<file path="src/rtl/ccm_coeff_sequencer.sv">
// Colour-correction matrix sequencer.
// Host words fill a shadow bank of nine coefficients. A complete shadow
// matrix is copied into the active bank only on a frame_start pulse, so the
// conversion stage never sees the matrix change in the middle of a frame.
module ccm_coeff_sequencer #(
  parameter  int INT_BITS  = 6,
  parameter  int FRAC_BITS = 6,
  localparam int CW        = INT_BITS + FRAC_BITS
) (
  input  logic                clk_i,
  input  logic                rst_ni,
  input  logic                wr_valid_i,
  input  logic                wr_first_i,
  input  logic [CW-1:0]       wr_data_i,
  output logic                wr_ready_o,
  input  logic                frame_start_i,
  output logic [8:0][CW-1:0]  cc_coeff_o,
  output logic                commit_pending_o,
  output logic                coeff_updated_o,
  output logic                seq_err_o
);

  // Unity gain in the fixed-point format, and the identity matrix built from it.
  localparam logic [CW-1:0] ONE  = CW'(1 << FRAC_BITS);
  localparam logic [CW-1:0] ZERO = '0;
  localparam logic [8:0][CW-1:0] IDENT = {ONE, ZERO, ZERO, ZERO, ONE, ZERO, ZERO, ZERO, ONE};

  typedef enum logic [1:0] {
    S_IDLE    = 2'd0,
    S_LOAD    = 2'd1,
    S_PENDING = 2'd2
  } state_e;

  state_e              state_q;
  logic [3:0]          idx_q;
  logic [8:0][CW-1:0]  shadow_q;
  logic [8:0][CW-1:0]  active_q;
  logic                coeff_updated_q;
  logic                seq_err_q;
  logic                xfer;

  // Handshake and status depend on registered state only.
  assign wr_ready_o       = (state_q != S_PENDING);
  assign commit_pending_o = (state_q == S_PENDING);
  assign xfer             = wr_valid_i && wr_ready_o;

  assign cc_coeff_o      = active_q;
  assign coeff_updated_o = coeff_updated_q;
  assign seq_err_o       = seq_err_q;

  // Load sequencer: word counting, shadow writes, abort handling and commit.
  always_ff @(posedge clk_i or negedge rst_ni) begin
    if (!rst_ni) begin
      state_q         <= S_IDLE;
      idx_q           <= 4'd0;
      shadow_q        <= IDENT;
      active_q        <= IDENT;
      coeff_updated_q <= 1'b0;
      seq_err_q       <= 1'b0;
    end else begin
      coeff_updated_q <= 1'b0;
      seq_err_q       <= 1'b0;
      case (state_q)
        S_IDLE: begin
          if (xfer) begin
            if (wr_first_i) begin
              shadow_q[0] <= wr_data_i;
              idx_q       <= 4'd1;
              state_q     <= S_LOAD;
            end else begin
              // A word without a preceding first marker has no slot; drop it.
              seq_err_q <= 1'b1;
            end
          end
        end
        S_LOAD: begin
          if (xfer) begin
            if (wr_first_i) begin
              // Host restarted the matrix: abandon the partial load and begin again.
              seq_err_q   <= 1'b1;
              shadow_q[0] <= wr_data_i;
              idx_q       <= 4'd1;
            end else begin
              shadow_q[idx_q] <= wr_data_i;
              if (idx_q == 4'd8) begin
                idx_q   <= 4'd0;
                state_q <= S_PENDING;
              end else begin
                idx_q <= idx_q + 4'd1;
              end
            end
          end
        end
        S_PENDING: begin
          if (frame_start_i) begin
            active_q        <= shadow_q;
            coeff_updated_q <= 1'b1;
            state_q         <= S_IDLE;
          end
        end
        default: begin
          state_q <= S_IDLE;
          idx_q   <= 4'd0;
        end
      endcase
    end
  end

endmodule

</file>
<file path="config.mk">
export PLATFORM = sky130hd
export DESIGN_NAME = ccm_coeff_sequencer
export DESIGN_NICKNAME = d
export VERILOG_FILES = /design/src/rtl/ccm_coeff_sequencer.sv
export SDC_FILE = /design/constraint.sdc
export NUM_CORES = 1
export LEC_CHECK = 0
export CAP_MARGIN = 20
export CELL_PAD_IN_SITES_DETAIL_PLACEMENT = 1
export CELL_PAD_IN_SITES_GLOBAL_PLACEMENT = 1
export CORE_MARGIN = 5
export CORE_UTILIZATION = 30
export CTS_BUF_LIST = sky130_fd_sc_hd__clkbuf_8
export CTS_CLUSTER_SIZE = 20
export DETAILED_ROUTE_END_ITERATION = 10
export GPL_TIMING_DRIVEN = 0
export PLACE_DENSITY_LB_ADDON = 0.2
export SYNTH_ARGS = -nofsm -noshare
export SYNTH_HDL_FRONTEND = slang
export SYNTH_SLANG_ARGS = --single-unit
</file>
<file path="constraint.sdc">
create_clock -name clk_i -period 1.8 [get_ports clk_i]
set_input_delay 0.18 -clock clk_i [delete_from_list [all_inputs] [get_ports clk_i]]
set_output_delay 0.18 -clock clk_i [all_outputs]
set_load 0.02 [all_outputs]
</file>
==> impl_metrics.py <==
metrics = {
    "status": {
        "result_of_the_run": "complete, but fails checks",
        "failed_checks": "setup timing",
    },
    "synthesis": {
        "yosysWarningCount": 0,
        "async_flop_share_pct": 100,
        "ys_seq_area_share_pct": 64.3,
        "synth_cell_types": 40,
        "synthCells": 545,
        "ys_top_cells_by_count": "218 x sky130_fd_sc_hd__dfrtp_1, 195 x sky130_fd_sc_hd__mux2_2, 19 x sky130_fd_sc_hd__inv_1",
        "postSynthAreaPerCell_um2": 16.0,
        "yosysMostFrequentCell": "sky130_fd_sc_hd__dfrtp_1",
        "yosys.area.top_type_share_pct": 62.5,
        "synth.area.top_cells": "sky130_fd_sc_hd__dfrtp_1 63%, sky130_fd_sc_hd__mux2_2 25%, sky130_fd_sc_hd__dfstp_2 1.8%",
        "synth-main-ff-cell": "sky130_fd_sc_hd__dfrtp_1",
        "syn-num-nets": 567,
        "syn_area_um2": 8730,
        "synth-edff-count": 0,
        "post-synth-top-area-cell": "sky130_fd_sc_hd__dfrtp_1",
        "yosys_register_bits": 224,
    },
    "worst_setup_path": {
        "endpoint_of_the_worst_setup_timing_path": "shadow_q[27]",
        "end_kind": "flip-flop",
        "max_fanout_on_critical_path": 10,
        "r2r_depth": 4,
        "timing.rr.end": "shadow_q[27]",
        "critical-path-top-delay-family": "simple AND/OR/NAND/NOR gates",
        "timing.critical_path.from": "idx_q[2]",
        "worstPathArrival_ns": 2.28,
        "cp_data_required_time_ns": 2.19,
        "slowest_delay_ns": 0.50,
        "cp-start-kind": "flip-flop",
        "critPathSlowestCell": "sky130_fd_sc_hd__dfrtp_1",
        "crit_path_buf_inv_count": 1,
        "ff2ff_setup_slack_ns": -0.09,
        "crit_type": "flip-flop to flip-flop",
        "critical_path_depth": 4,
        "r2r_start": "idx_q[2]",
        "critical_path.cell_chain": "nor2_1 > nand3_1 > buf_6 > mux2_2",
    },
    "power": {
        "swShare_pct": 25.5,
        "cellInternalPower_w": 0.00967,
        "worst_ir_drop_on_vdd_v": 0.000361,
        "net-switching-power_w": 0.00331,
        "share_comb_of_total_power_pct": 12.4,
        "share_seq_of_total_power_pct": 49.6,
        "p_clk_share_pct": 38.0,
        "p_leak_nw": 5.65,
        "pwr_density_cell_nw_per_um2": 1110,
    },
    "place": {
        "number_of_buffers_added_on_ports": 128,
        "detailedPlacementHpwl_um": 15000,
        "pre_cts_slack_ns": -0.468,
        "gp_congestion": 0.793,
        "post_dp_cell_area_um2": 10500,
    },
    "clocking": {
        "clk_path_buf_depth": 3,
        "cts.sink_count": 224,
        "cts_root_buffer": "sky130_fd_sc_hd__clkbuf_8",
        "cts-buffers-inserted": 41,
        "cts_tree": "built",
        "worstSkewPairLatency_ns": 0.53,
        "ctsHtreeMaxLevel": 2,
        "clkTransAtPathRegs_ns": 0.06,
    },
    "floorplan": {
        "die_h_um": 181,
        "core_area_um2": 28700,
        "full_die_area_um2": 32600,
        "io_pins": 129,
        "initial_utilization_pct": 30.4,
        "fp.dieW_um": 181,
        "std_cell_rows": 62,
    },
    "route": {
        "drt-pass1-iter-count": 4,
        "routed_wire_length_um": 23200,
        "avg_vias_per_cell": 4.57,
        "routed_wire_length_per_instance_um": 20.3,
        "detail_route.iter0.violations": 156,
        "antenna_violating_nets_post_route": 0,
        "route.vias.total": 5228,
        "drc_errors": 0,
    },
    "job": {
        "max_cap_violations": 0,
    },
    "global_routing": {
        "grt_pass1_vias": 6099,
        "groute.usage.overall_pct": 14.2,
        "grt_overflow_total": 0,
        "largest_net_degree_at_the_start_of_global_routing": 114,
        "grt_first_pass_wirelength_um": 36400,
        "antenna_violations_before_repair": 0,
    },
    "timing": {
        "tightest_slew_ns": 0.925,
        "timing.final.setup_violations": 45,
        "slew_headroom_pct": 38.3,
        "total_count_of_hold_check_failures_in_the_final_report": 0,
        "final.min_clock_period_ns": 1.89,
        "achievable-frequency_mhz": 529,
        "rsz0062_at_grt": "true",
        "final_critical_path_setup_slack_ns": -0.0886,
        "post-route-period-util_pct": 105,
        "slew_violations": 0,
        "fin_skew_ns": 0.0190,
    },
    "cells_and_area": {
        "areaGrowthSynthToFinish_pct": 34.0,
        "finalInstanceArea_um2": 11700,
        "antenna_cells": 0,
        "drive_above_1_share_pct": 44.3,
        "num-fill-cells": 2921,
        "final_nets": 751,
    },
    "worst_hold_path": {
        "hp-class": "primary input to asynchronous set/reset pin",
    },
}
## placed cells by master, fill, tap and decap left out, types with 3 or more instances in the layout
cell                              netlist  layout
sky130_fd_sc_hd__dfrtp_1              218     218
sky130_fd_sc_hd__dfstp_2                6       6
sky130_fd_sc_hd__inv_2                  1       3
sky130_fd_sc_hd__ha_1                   5       4
sky130_fd_sc_hd__buf_2                 11       6
sky130_fd_sc_hd__dlygate4sd2_1          0       3
sky130_fd_sc_hd__buf_4                 10      18
sky130_fd_sc_hd__clkdlybuf4s50_1        0     120
sky130_fd_sc_hd__mux2_2               195     194
sky130_fd_sc_hd__clkinv_2               0      10
sky130_fd_sc_hd__nor2b_1                5       5
sky130_fd_sc_hd__mux2_4                 9      10
sky130_fd_sc_hd__inv_1                 19      23
sky130_fd_sc_hd__buf_8                  0       5
sky130_fd_sc_hd__buf_12                 1       3
sky130_fd_sc_hd__clkbuf_8               0      56
sky130_fd_sc_hd__buf_6                  2       5
sky130_fd_sc_hd__o21ai_0               14      14
sky130_fd_sc_hd__mux2i_1               13      13
## metrics by stage
stage                     hold slack, ns  setup TNS [ns]  instances  power [W]  util (%)
after global routing               0.369           -5.34       1145     0.0137      40.8
final                              0.295           -2.08       1145     0.0130      40.8
after global placement             0.463        -1924.78       1057    0.00790      36.6
after CTS                          0.310           -1.05       1143     0.0132      40.6
after floorplan                   -0.116               0        545    0.00740         -
after detailed placement           0.326          -40.01       1058    0.00806      36.7
## per-layer routing
layer | vias to the layer above | wire (um) | track usage [%]
met5 | - | 0 | 0
met4 | 0 | 517 | 4.63
met3 | 38 | 864 | 2.97
met2 | 110 | 12000 | 24.8
met1 | 2790 | 9890 | 17.7
li1 | 2290 | - | -
## worst reg2reg max path, stage by stage (launching register included)
cell and delay (ns):
sky130_fd_sc_hd__dfrtp_1 0.50, sky130_fd_sc_hd__nor2_1 0.43, sky130_fd_sc_hd__nand3_1 0.32, sky130_fd_sc_hd__buf_6 0.25, sky130_fd_sc_hd__mux2_2 0.27
## power groups by stage
stage               clock (W)  sequential, W  combinational (W)
global route          0.00539        0.00655            0.00180
floorplan                   0        0.00636            0.00104
detailed placement          0        0.00652            0.00155
global placement            0        0.00646            0.00144
CTS                   0.00515        0.00644            0.00161
finish                0.00493        0.00644            0.00161
## worst min path at each step
stage / startpoint / slack (ns) / to
after floorplan: rst_ni / -0.12 / cc_coeff_o[0]
after global placement: shadow_q[6] / 0.46 / shadow_q[6]
after detailed placement: rst_ni / 0.33 / cc_coeff_o[3]
after CTS: wr_valid_i / 0.31 / state_q[0]
after global routing: frame_start_i / 0.37 / state_q[1]
final: rst_ni / 0.30 / cc_coeff_o[3]
## area by class of cell
type / instances / area [um^2] / share of cell area [%]
Clock inverter: 19 / 97.6 / 0.834
Inverter: 20 / 75.1 / 0.642
Timing Repair Buffer: 144 / 1470 / 12.6
Multi-Input combinational cell: 274 / 2960 / 25.3
Clock buffer: 56 / 771 / 6.59
Buffer: 24 / 229 / 1.96
Sequential cell: 224 / 5610 / 48.0
Tap cell: 384 / 480 / 4.11
## registers in the layout, summed over array words and instances, names as in the netlist
signal / flops
cc_coeff_o: 108
shadow_q: 108
idx_q: 4
state_q: 2
coeff_updated_o: 1
seq_err_o: 1
## what timing repair did
item / CTS / global route
endpoints found under the hold margin: 110 / 0
gates cloned: 2 / 1
pin swaps: 0 / 3
gates resized for setup: 48 / 10
endpoints found under the setup margin: 117 / 114
setup buffers: 8 / 4
hold buffers: 1 / 0
## kinds of logic after synthesis
| kind of cell | Yosys count | synth area share, % |
|---|---|---|
| buffers and inverters | 47 | 2.97 |
| AO/OA/AOI/OAI | 26 | 1.94 |
| AND/OR/NAND/NOR | 26 | 1.88 |
| flip-flops | 224 | 64.3 |
| adder cells (fa/ha/maj) | 5 | 0.717 |
| multiplexers | 217 | 28.2 |
No activity file was read; power rests on OpenSTA's default activity.
